[config.mk]
export PLATFORM = sky130hd
export DESIGN_NAME = vlat_dp_scheduler
export DESIGN_NICKNAME = d
export VERILOG_FILES = /design/src/rtl/vlat_dp_scheduler.sv
export SDC_FILE = /design/constraint.sdc
export NUM_CORES = 1
export LEC_CHECK = 0
export ABC_AREA = 1
export CAP_MARGIN = 10
export CORE_UTILIZATION = 48
export DETAILED_ROUTE_END_ITERATION = 8
export PLACE_DENSITY_LB_ADDON = 0.12
export SLEW_MARGIN = 20
export SYNTH_ARGS = -nofsm -noshare
export SYNTH_HDL_FRONTEND = slang
export SYNTH_SLANG_ARGS = --single-unit
[constraint.sdc]
create_clock -name clk -period 3.45 [get_ports clk]
set_input_delay 0.5175 -clock clk [delete_from_list [all_inputs] [get_ports clk]]
set_output_delay 0.5175 -clock clk [all_outputs]
set_load 0.01 [all_outputs]
[src/rtl/vlat_dp_scheduler.sv]
// Round-robin arbiter sharing one variable-latency unit; one transaction in flight, results routed back to owner.
// Issue one cycle after grant, response one cycle after result strobe; requesters hold req_valid until req_ready.
module vlat_dp_scheduler #(
  parameter int NUM_REQ = 4,
  parameter int DATA_W  = 10,
  parameter int MAX_LAT = 3
) (
  input  logic                        clk,
  input  logic                        reset_n,
  input  logic [NUM_REQ-1:0]          req_valid,
  input  logic [NUM_REQ*DATA_W-1:0]   req_data,
  output logic [NUM_REQ-1:0]          req_ready,
  output logic                        dp_valid,
  output logic [DATA_W-1:0]           dp_data,
  input  logic                        dp_out_valid,
  input  logic [DATA_W-1:0]           dp_out_data,
  output logic [NUM_REQ-1:0]          rsp_valid,
  output logic [DATA_W-1:0]           rsp_data,
  output logic                        busy,
  output logic                        timeout_err,
  output logic                        spurious_err,
  output logic [7:0]                  err_cnt
);

  localparam int ID_W  = $clog2(NUM_REQ);
  localparam int CNT_W = (MAX_LAT < 2) ? 1 : $clog2(MAX_LAT + 1);

  typedef enum logic [1:0] {ST_IDLE, ST_ISSUE, ST_WAIT} state_t;

  state_t              state, state_nxt;
  logic [ID_W-1:0]     rr_ptr, rr_ptr_nxt;
  logic [ID_W-1:0]     cur_id, cur_id_nxt;
  logic [CNT_W-1:0]    lat_cnt, lat_cnt_nxt;

  logic                gnt_found;
  logic [ID_W-1:0]     gnt_id;
  logic [DATA_W-1:0]   gnt_dat;
  logic [ID_W:0]       cand_sum;

  logic [NUM_REQ-1:0]  req_ready_nxt;
  logic                dp_valid_nxt;
  logic [DATA_W-1:0]   dp_data_nxt;
  logic [NUM_REQ-1:0]  rsp_valid_nxt;
  logic [DATA_W-1:0]   rsp_data_nxt;
  logic                timeout_nxt;
  logic                spurious_nxt;
  logic [7:0]          err_cnt_nxt;

  // First requesting index at or above the pointer, wrapping modulo NUM_REQ.
  always_comb begin
    gnt_found = 1'b0;
    gnt_id    = '0;
    cand_sum  = '0;
    for (int i = 0; i < NUM_REQ; i++) begin
      cand_sum = {1'b0, rr_ptr} + (ID_W+1)'(i);
      if (cand_sum >= (ID_W+1)'(NUM_REQ)) begin
        cand_sum = cand_sum - (ID_W+1)'(NUM_REQ);
      end
      if (!gnt_found && req_valid[cand_sum[ID_W-1:0]]) begin
        gnt_found = 1'b1;
        gnt_id    = cand_sum[ID_W-1:0];
      end
    end
  end

  always_comb begin
    gnt_dat = '0;
    for (int i = 0; i < NUM_REQ; i++) begin
      if (gnt_id == ID_W'(i)) begin
        gnt_dat = req_data[i*DATA_W +: DATA_W];
      end
    end
  end

  always_comb begin
    state_nxt     = state;
    rr_ptr_nxt    = rr_ptr;
    cur_id_nxt    = cur_id;
    lat_cnt_nxt   = lat_cnt;
    req_ready_nxt = '0;
    dp_valid_nxt  = 1'b0;
    dp_data_nxt   = dp_data;
    rsp_valid_nxt = '0;
    rsp_data_nxt  = rsp_data;
    timeout_nxt   = 1'b0;
    spurious_nxt  = 1'b0;

    case (state)
      ST_IDLE: begin
        spurious_nxt = dp_out_valid;
        if (gnt_found) begin
          cur_id_nxt    = gnt_id;
          dp_data_nxt   = gnt_dat;
          dp_valid_nxt  = 1'b1;
          req_ready_nxt = NUM_REQ'(1) << gnt_id;
          state_nxt     = ST_ISSUE;
        end
      end
      ST_ISSUE: begin
        spurious_nxt = dp_out_valid;
        rr_ptr_nxt   = (cur_id == ID_W'(NUM_REQ - 1)) ? '0 : cur_id + ID_W'(1);
        lat_cnt_nxt  = CNT_W'(1);
        state_nxt    = ST_WAIT;
      end
      ST_WAIT: begin
        if (dp_out_valid) begin
          rsp_valid_nxt = NUM_REQ'(1) << cur_id;
          rsp_data_nxt  = dp_out_data;
          state_nxt     = ST_IDLE;
        end else if (lat_cnt == CNT_W'(MAX_LAT)) begin
          timeout_nxt = 1'b1;
          state_nxt   = ST_IDLE;
        end else begin
          lat_cnt_nxt = lat_cnt + CNT_W'(1);
        end
      end
      default: state_nxt = ST_IDLE;
    endcase

    // Timeout and spurious are mutually exclusive by state, so at most +1 per cycle.
    err_cnt_nxt = err_cnt;
    if ((timeout_nxt || spurious_nxt) && (err_cnt != 8'hFF)) begin
      err_cnt_nxt = err_cnt + 8'd1;
    end
  end

  always_ff @(posedge clk or negedge reset_n) begin
    if (!reset_n) begin
      state <= ST_IDLE;
    end else begin
      state <= state_nxt;
    end
  end

  always_ff @(posedge clk or negedge reset_n) begin
    if (!reset_n) begin
      rr_ptr       <= '0;
      cur_id       <= '0;
      lat_cnt      <= '0;
      req_ready    <= '0;
      dp_valid     <= 1'b0;
      dp_data      <= '0;
      rsp_valid    <= '0;
      rsp_data     <= '0;
      busy         <= 1'b0;
      timeout_err  <= 1'b0;
      spurious_err <= 1'b0;
      err_cnt      <= '0;
    end else begin
      rr_ptr       <= rr_ptr_nxt;
      cur_id       <= cur_id_nxt;
      lat_cnt      <= lat_cnt_nxt;
      req_ready    <= req_ready_nxt;
      dp_valid     <= dp_valid_nxt;
      dp_data      <= dp_data_nxt;
      rsp_valid    <= rsp_valid_nxt;
      rsp_data     <= rsp_data_nxt;
      busy         <= (state_nxt != ST_IDLE);
      timeout_err  <= timeout_nxt;
      spurious_err <= spurious_nxt;
      err_cnt      <= err_cnt_nxt;
    end
  end

endmodule

==> key figures, run 1 <==
Setup path
  • Kind of end point of the critical path: register
  • Launching element type of the critical path: register
  • Maximum fanout encountered on the critical timing path: 18
  • Crit path max-delay cell type: sky130_fd_sc_hd__dfrtp_1
  • Critical path required time: 3.65 ns
  • Critical path cell sequence: inv_2 -> nand2_1 -> nand3_1 -> nand2_2 -> nor2_4 -> nand3b_1 -> nand2_2 -> inv_2 -> nand2_1 -> nor2_1 -> nand2_1 -> nand2_1
  • Worst reg2reg setup slack: 1.08 ns
  • Slowest stage delay, CP: 0.53 ns
  • Most frequent CP cell: sky130_fd_sc_hd__nand2_1
  • Startpoint-to-endpoint class of the critical path: register to register
  • CP arrival: 2.57 ns

STA
  • Max Fclk: 422 MHz
  • Final count of pins violating max slew: 0
  • Setup TNS: 0 ns
  • Number of failing hold endpoints at the final stage: 0
  • Normalized max-slew margin: 0.612
  • Tcrit/Tclk final: 0.688
  • Tmin final: 2.37 ns
  • Number of setup violations in the final report: 0
  • Slew at the pin with the worst max-slew slack: 0.581 ns
  • Setup repair after global routing missed its margin: no
  • Final clock skew: 0.00763 ns

Yosys
  • Share of flip-flops with an asynchronous set or reset after synthesis: 1.00
  • Net count of the mapped netlist: 383
  • Top cells by area, synth: sky130_fd_sc_hd__dfrtp_1 47%, sky130_fd_sc_hd__nand2_1 16%, sky130_fd_sc_hd__inv_1 5.1%
  • Count of unique library cells instantiated by Yosys: 28
  • Number of enable-type register cells in the synthesized netlist: 0
  • Synthesized area per cell: 8.05 um2
  • Synth Flop Type: sky130_fd_sc_hd__dfrtp_1
  • Gate count of the mapped netlist: 320
  • Sequential area share after synthesis: 0.466
  • Fraction of post-synthesis cell area in the top cell type by area: 0.466
  • Number of synthesized register bits: 48
  • Top cells by count, synth: 109 x sky130_fd_sc_hd__nand2_1, 48 x sky130_fd_sc_hd__dfrtp_1, 35 x sky130_fd_sc_hd__inv_1
  • Most frequent cell after synthesis: sky130_fd_sc_hd__nand2_1
  • Post-synth top area cell: sky130_fd_sc_hd__dfrtp_1
  • Number of warning messages in the yosys log: 0
  • Post-synthesis cell area: 2570 um2

Global route
  • Residual overflow from global routing: 0
  • Pin count of the biggest net entering global routing: 49
  • Global-route usage over all layers: 0.207
  • Vias in the first global route: 2030
  • Antenna violations before repair: 0
  • Global-route wire length before repair: 8.76 mm

Pwr
  • Pwr per Cell Area: 932 nW/um2
  • Largest voltage drop on the vdd net: 607 uV
  • Static Leak: 1.83 nW

Final layout
  • Fraction of final layout cells sized beyond drive strength 1: 0.0887
  • Fill cells: 425
  • Net count reported at finish: 479
  • Number of diodes added for antenna fixing: 0
  • Share of the core filled with cells in the final layout: 0.715
  • Area growth syn-to-layout: 42.8%

Clock network
  • Worst-path clk slew: 0.09 ns
  • Num CTS Buffers: 5
  • Number of levels in the clock H-tree: 2
  • Clock network latency to the later pin of the worst-skew pair: 0.31 ns
  • Number of buffers inserted to repair setup after CTS: 0
  • Master cell of the clock root buffer: sky130_fd_sc_hd__clkbuf_8
  • Max Buffers Root-to-Sink: 2
  • Hold-fix buffers at CTS: 0
  • Clock Sink Count: 48
  • Clock tree from TritonCTS: built
  • Resize count post-CTS: 0

Route
  • Detailed Route Iter0 Violations: 98
  • Number of vias in the routed layout: 2292
  • Length of the first detailed-routing pass in iterations: 4
  • Total wirelength of the detailed-routed design: 5.66 mm
  • Average detailed-routed wire length per instance: 11.6 um
  • Detailed-route DRC error count: 0
  • Remaining antenna violation count: 0
  • Avg Vias per Cell: 4.71

Die
  • Initial Util: 0.501
  • Floorplan row count: 26
  • Io pins: 97
  • Die Area: 5660 um2
  • Overall die width: 75.2 um
  • Core Region: 5140 um2
  • Die Span Y: 75.2 um

Placed design
  • HPWL Detailed: 4.34 mm
  • Weighted congestion at the end of routability-driven global placement: 0.940
  • Port-buffer cells: 96

Flow run
  • Max-capacitance violation count: 0

Outcome
  • Outcome: completed

Hold path
  • Hold/Removal Path Class: input port to asynchronous set/reset pin
flip-flops by register name, summed over array words and instances, names as in the netlist, 2 cells and up:
signal     flops
dp_data       10
rsp_data      10
err_cnt        8
req_ready      4
rsp_valid      4
cur_id         2
lat_cnt        2
rr_ptr         2
state          2
worst max-delay path: cells and delay by family, from the launching register on:
| family | cells | cell delay [ns] |
|---|---|---|
| buffers and inverters | 2 | 0.38 |
| flip-flops | 1 | 0.53 |
| AND/OR/NAND/NOR | 10 | 1.34 |
final timing paths:
check | to | start | cells after the start
min in group clk | spurious_err | state[1] | 1
worst max-delay path | dp_data[6] | rr_ptr[0] | 12
max in group asynchronous | dp_data[6] | reset_n | 1
worst max register to register | dp_data[6] | rr_ptr[0] | 12
worst min-delay path | err_cnt[3] | reset_n | 1
worst min register to register | spurious_err | state[1] | 1
placed cells by master (no fill, tap or decap), drive strengths merged, types with 2 or more instances in the layout:
cell type,instances
a21oi,2
clkbuf,5
clkdlybuf4s50,95
dfrtp,48
ha,6
inv,40
mux2,10
nand2,116
nand3,26
nand4,3
nor2,36
nor3,3
o21ai,13
xnor2,3
xor2,4
stage by stage:
step	instances	power, mW	setup slack, ns	hold WS [ns]	area, um2
4_1_cts	487	3.46	1.07	0.421	3670
5_1_grt	487	3.76	0.806	0.249	3680
6_report	487	3.43	1.08	0.203	3680
3_3_place_gp	479	2.97	0.934	0.465	3560
3_5_place_dp	479	3.04	0.802	0.475	3560
2_1_floorplan	320	2.39	1.74	0.222	2570
kinds of logic after synthesis:
family	share of synthesized area
XOR/XNOR	0.0238
buffers and inverters	0.0797
flip-flops	0.466
AND/OR/NAND/NOR	0.322
adder cells (fa/ha/maj)	0.0292
multiplexers	0.0437
AO/OA/AOI/OAI	0.0350
per-layer routing:
metal / global-route usage / vias up / part of all wire
met1: 0.256 / 1030 / 0.43
met2: 0.350 / 73 / 0.49
li1: - / 1183 / -
met4: 0.0658 / 0 / 0.012
met3: 0.0589 / 6 / 0.072
met5: 0 / - / 0
final cells by class:
cell class              count  area (um2)  share of cell area
clock buffers               5        68.8              0.0187
clock inverters             3        46.3              0.0126
inverters                  39         146              0.0398
multi-input cells         226        1170               0.318
flip-flops and latches     48        1200               0.327
well taps                  70        87.6              0.0238
repair buffers             96         958               0.261
power breakdown:
group | total, mW | leakage, nW | internal (mW) | switching [mW]
registers | 0.980 | 0.601 | 0.808 | 0.172
clock network | 0.409 | 0.0548 | 0.218 | 0.191
logic | 2.04 | 1.17 | 0.863 | 1.17
total | 3.43 | 1.83 | 1.89 | 1.54
Note: power is estimated with default switching activity, not from simulation.
==> run 2, diff against run 1 <==
Settings changed: CORE_UTILIZATION 48 to 44.
Clock period 3.45 ns to 2.4 ns, I/O delays scaled along.
==> run 2 against run 1 <==
Non-clock buffer count grew 4. Final cell count grew 1.2%. Via count grew 0.92%. Die area grew 8.9%. Sequential share of layout area shrank 0.20 points. Highest routed layer unchanged. Utilization shrank 5.1 points. Critical path type unchanged.
==> key figures, run 2 (synthesized netlist as in run 1, its figures left out) <==
Outcome
  • Outcome: completed

Die
  • Die Span Y: 78.5 um
  • Floorplan row count: 27
  • Initial Util: 0.462
  • Core Region: 5570 um2
  • Die Area: 6160 um2
  • Overall die width: 78.5 um
  • Io pins: 97

Final layout
  • Number of diodes added for antenna fixing: 0
  • Fraction of final layout cells sized beyond drive strength 1: 0.0950
  • Layout Cell Area excl Fill: 3700 um2
  • Fill cells: 457
  • Area growth syn-to-layout: 43.8%
  • Most common library cell in the layout ignoring fill and taps: sky130_fd_sc_hd__nand2_1
  • Highest-count cells in the layout ignoring fill and taps: 109 x sky130_fd_sc_hd__nand2_1, 95 x sky130_fd_sc_hd__clkdlybuf4s50_1, 47 x sky130_fd_sc_hd__dfrtp_1, 35 x sky130_fd_sc_hd__inv_1, 33 x sky130_fd_sc_hd__nor2_1
  • Area used by multi-input combinational logic: 1170 um2
  • Sequential standard cell area: 1200 um2
  • Final std cells w/o fill: 493
  • Net count reported at finish: 483
  • Largest registers: dp_data (10), rsp_data (10), err_cnt (8)

Clock network
  • Clock Sink Count: 48
  • Number of buffers inserted to repair setup after CTS: 0
  • Num CTS Buffers: 5
  • Clock network latency to the later pin of the worst-skew pair: 0.29 ns
  • Max Buffers Root-to-Sink: 2
  • Worst-path clk slew: 0.08 ns
  • Number of levels in the clock H-tree: 2
  • Clock tree from TritonCTS: built
  • Master cell of the clock root buffer: sky130_fd_sc_hd__clkbuf_8

Setup path
  • CP arrival: 2.28 ns
  • Launching element type of the critical path: register
  • Critical path cell sequence: inv_2 -> nand2_1 -> nand2_2 -> nand2_1 -> nand2_1 -> nand4_1 -> nand3_4 -> inv_2 -> nor2_8 -> nand2_1 -> nand3_1 -> nand2_1
  • Kind of end point of the critical path: register
  • Critical path depth in cells: 12
  • Critical path required time: 2.59 ns
  • Cells on worst reg2reg path: 12
  • Crit path max-delay cell type: sky130_fd_sc_hd__dfrtp_2
  • Slowest stage delay, CP: 0.50 ns
  • Category of cells accounting for the largest share of critical-path delay: simple AND/OR/NAND/NOR gates
  • Crit path buf inv count: 2
  • Startpoint-to-endpoint class of the critical path: register to register
  • Most frequent CP cell: sky130_fd_sc_hd__nand2_1
  • Maximum fanout encountered on the critical timing path: 16

STA
  • Tmin final: 2.09 ns
  • Final clock skew: 0.00277 ns
  • Setup repair after global routing missed its margin: no
  • Tcrit/Tclk final: 0.871
  • Final count of pins violating max slew: 0
  • Slew at the pin with the worst max-slew slack: 0.453 ns
  • Number of failing hold endpoints at the final stage: 0
  • Normalized max-slew margin: 0.697
  • Number of setup violations in the final report: 0
  • Setup TNS: 0 ns
  • Worst slack on hold paths: 0.462 ns
  • Max Fclk: 478 MHz

Route
  • Detailed-route DRC error count: 0
  • Total wirelength of the detailed-routed design: 5.72 mm
  • Average detailed-routed wire length per instance: 11.6 um
  • Avg Vias per Cell: 4.69
  • Number of vias in the routed layout: 2313
  • Length of the first detailed-routing pass in iterations: 4
  • Remaining antenna violation count: 0
  • Detailed Route Iter0 Violations: 79

Pwr
  • Largest voltage drop on the vdd net: 1080 uV
  • Post-route total power: 4.92 mW
  • Static Leak: 1.84 nW
  • Pwr per Cell Area: 1330 nW/um2

Global route
  • Pin count of the biggest net entering global routing: 22
  • Global-route usage over all layers: 0.197
  • Global-route wire length before repair: 9.54 mm
  • Antenna violations before repair: 0
  • Residual overflow from global routing: 0
  • Vias in the first global route: 2186

Placed design
  • Port-buffer cells: 96
  • Number of instances in the placed design: 484
  • HPWL Detailed: 4.46 mm
  • Weighted congestion at the end of routability-driven global placement: 0.896
  • Area of placed instances: 3580 um2

Flow run
  • Max-capacitance violation count: 0

Hold path
  • Hold/Removal Path Class: input port to asynchronous set/reset pin
## run 2: cell count changes in the layout (fill, tap and decap cells not counted)
cell                            change
sky130_fd_sc_hd__buf_4              +2
sky130_fd_sc_hd__buf_2              +1
sky130_fd_sc_hd__clkbuf_1           +1
sky130_fd_sc_hd__clkinv_2           +1
sky130_fd_sc_hd__clkinvlp_4         -1
sky130_fd_sc_hd__dfrtp_1            -1
sky130_fd_sc_hd__dfrtp_2            +1
sky130_fd_sc_hd__dlygate4sd3_1      +1
sky130_fd_sc_hd__inv_6              -1
## run 2: through the flow
step / utilization / worst slack [ns]
global placement: 0.643 / 0.183
global route: 0.664 / 0.111
CTS: 0.664 / 0.233
finish: 0.664 / 0.310
detailed placement: 0.643 / 0.0878
floorplan: - / 0.766
## run 2: report_power, final
part | switching, mW | total (mW) | internal [mW]
Sequential | 0.249 | 1.41 | 1.16
Clock | 0.250 | 0.559 | 0.309
Combinational | 1.69 | 2.95 | 1.26
## run 2: path summary, 6_finish.rpt
kind                       startpoint      endpoint  slack (ns)
min in group clk             state[1]  spurious_err        0.48
min                           reset_n   rsp_data[9]        0.46
max reg2reg                 rr_ptr[0]    dp_data[8]        0.31
min reg2reg                  state[1]  spurious_err        0.48
max                         rr_ptr[0]    dp_data[8]        0.31
max in group asynchronous     reset_n    dp_data[0]        1.39
## run 2: final cells by class
cell class / count / share of cell area
clock buffers: 6 / 0.0196
inverters: 39 / 0.0395
repair buffers: 100 / 0.267
well taps: 72 / 0.0243
multi-input cells: 226 / 0.316
clock inverters: 2 / 0.00946
flip-flops and latches: 48 / 0.325
## run 2: repair_timing
item,in CTS,in global routing
endpoints found under the setup margin,0,7
hold endpoints to repair,11,0
gates resized for setup,0,1
hold buffers,1,0
## run 2: layer usage
layer,GRT usage,wire length (um)
met5,0,0
met1,0.232,2410
met3,0.0395,316
met2,0.352,2880
met4,0.0704,101
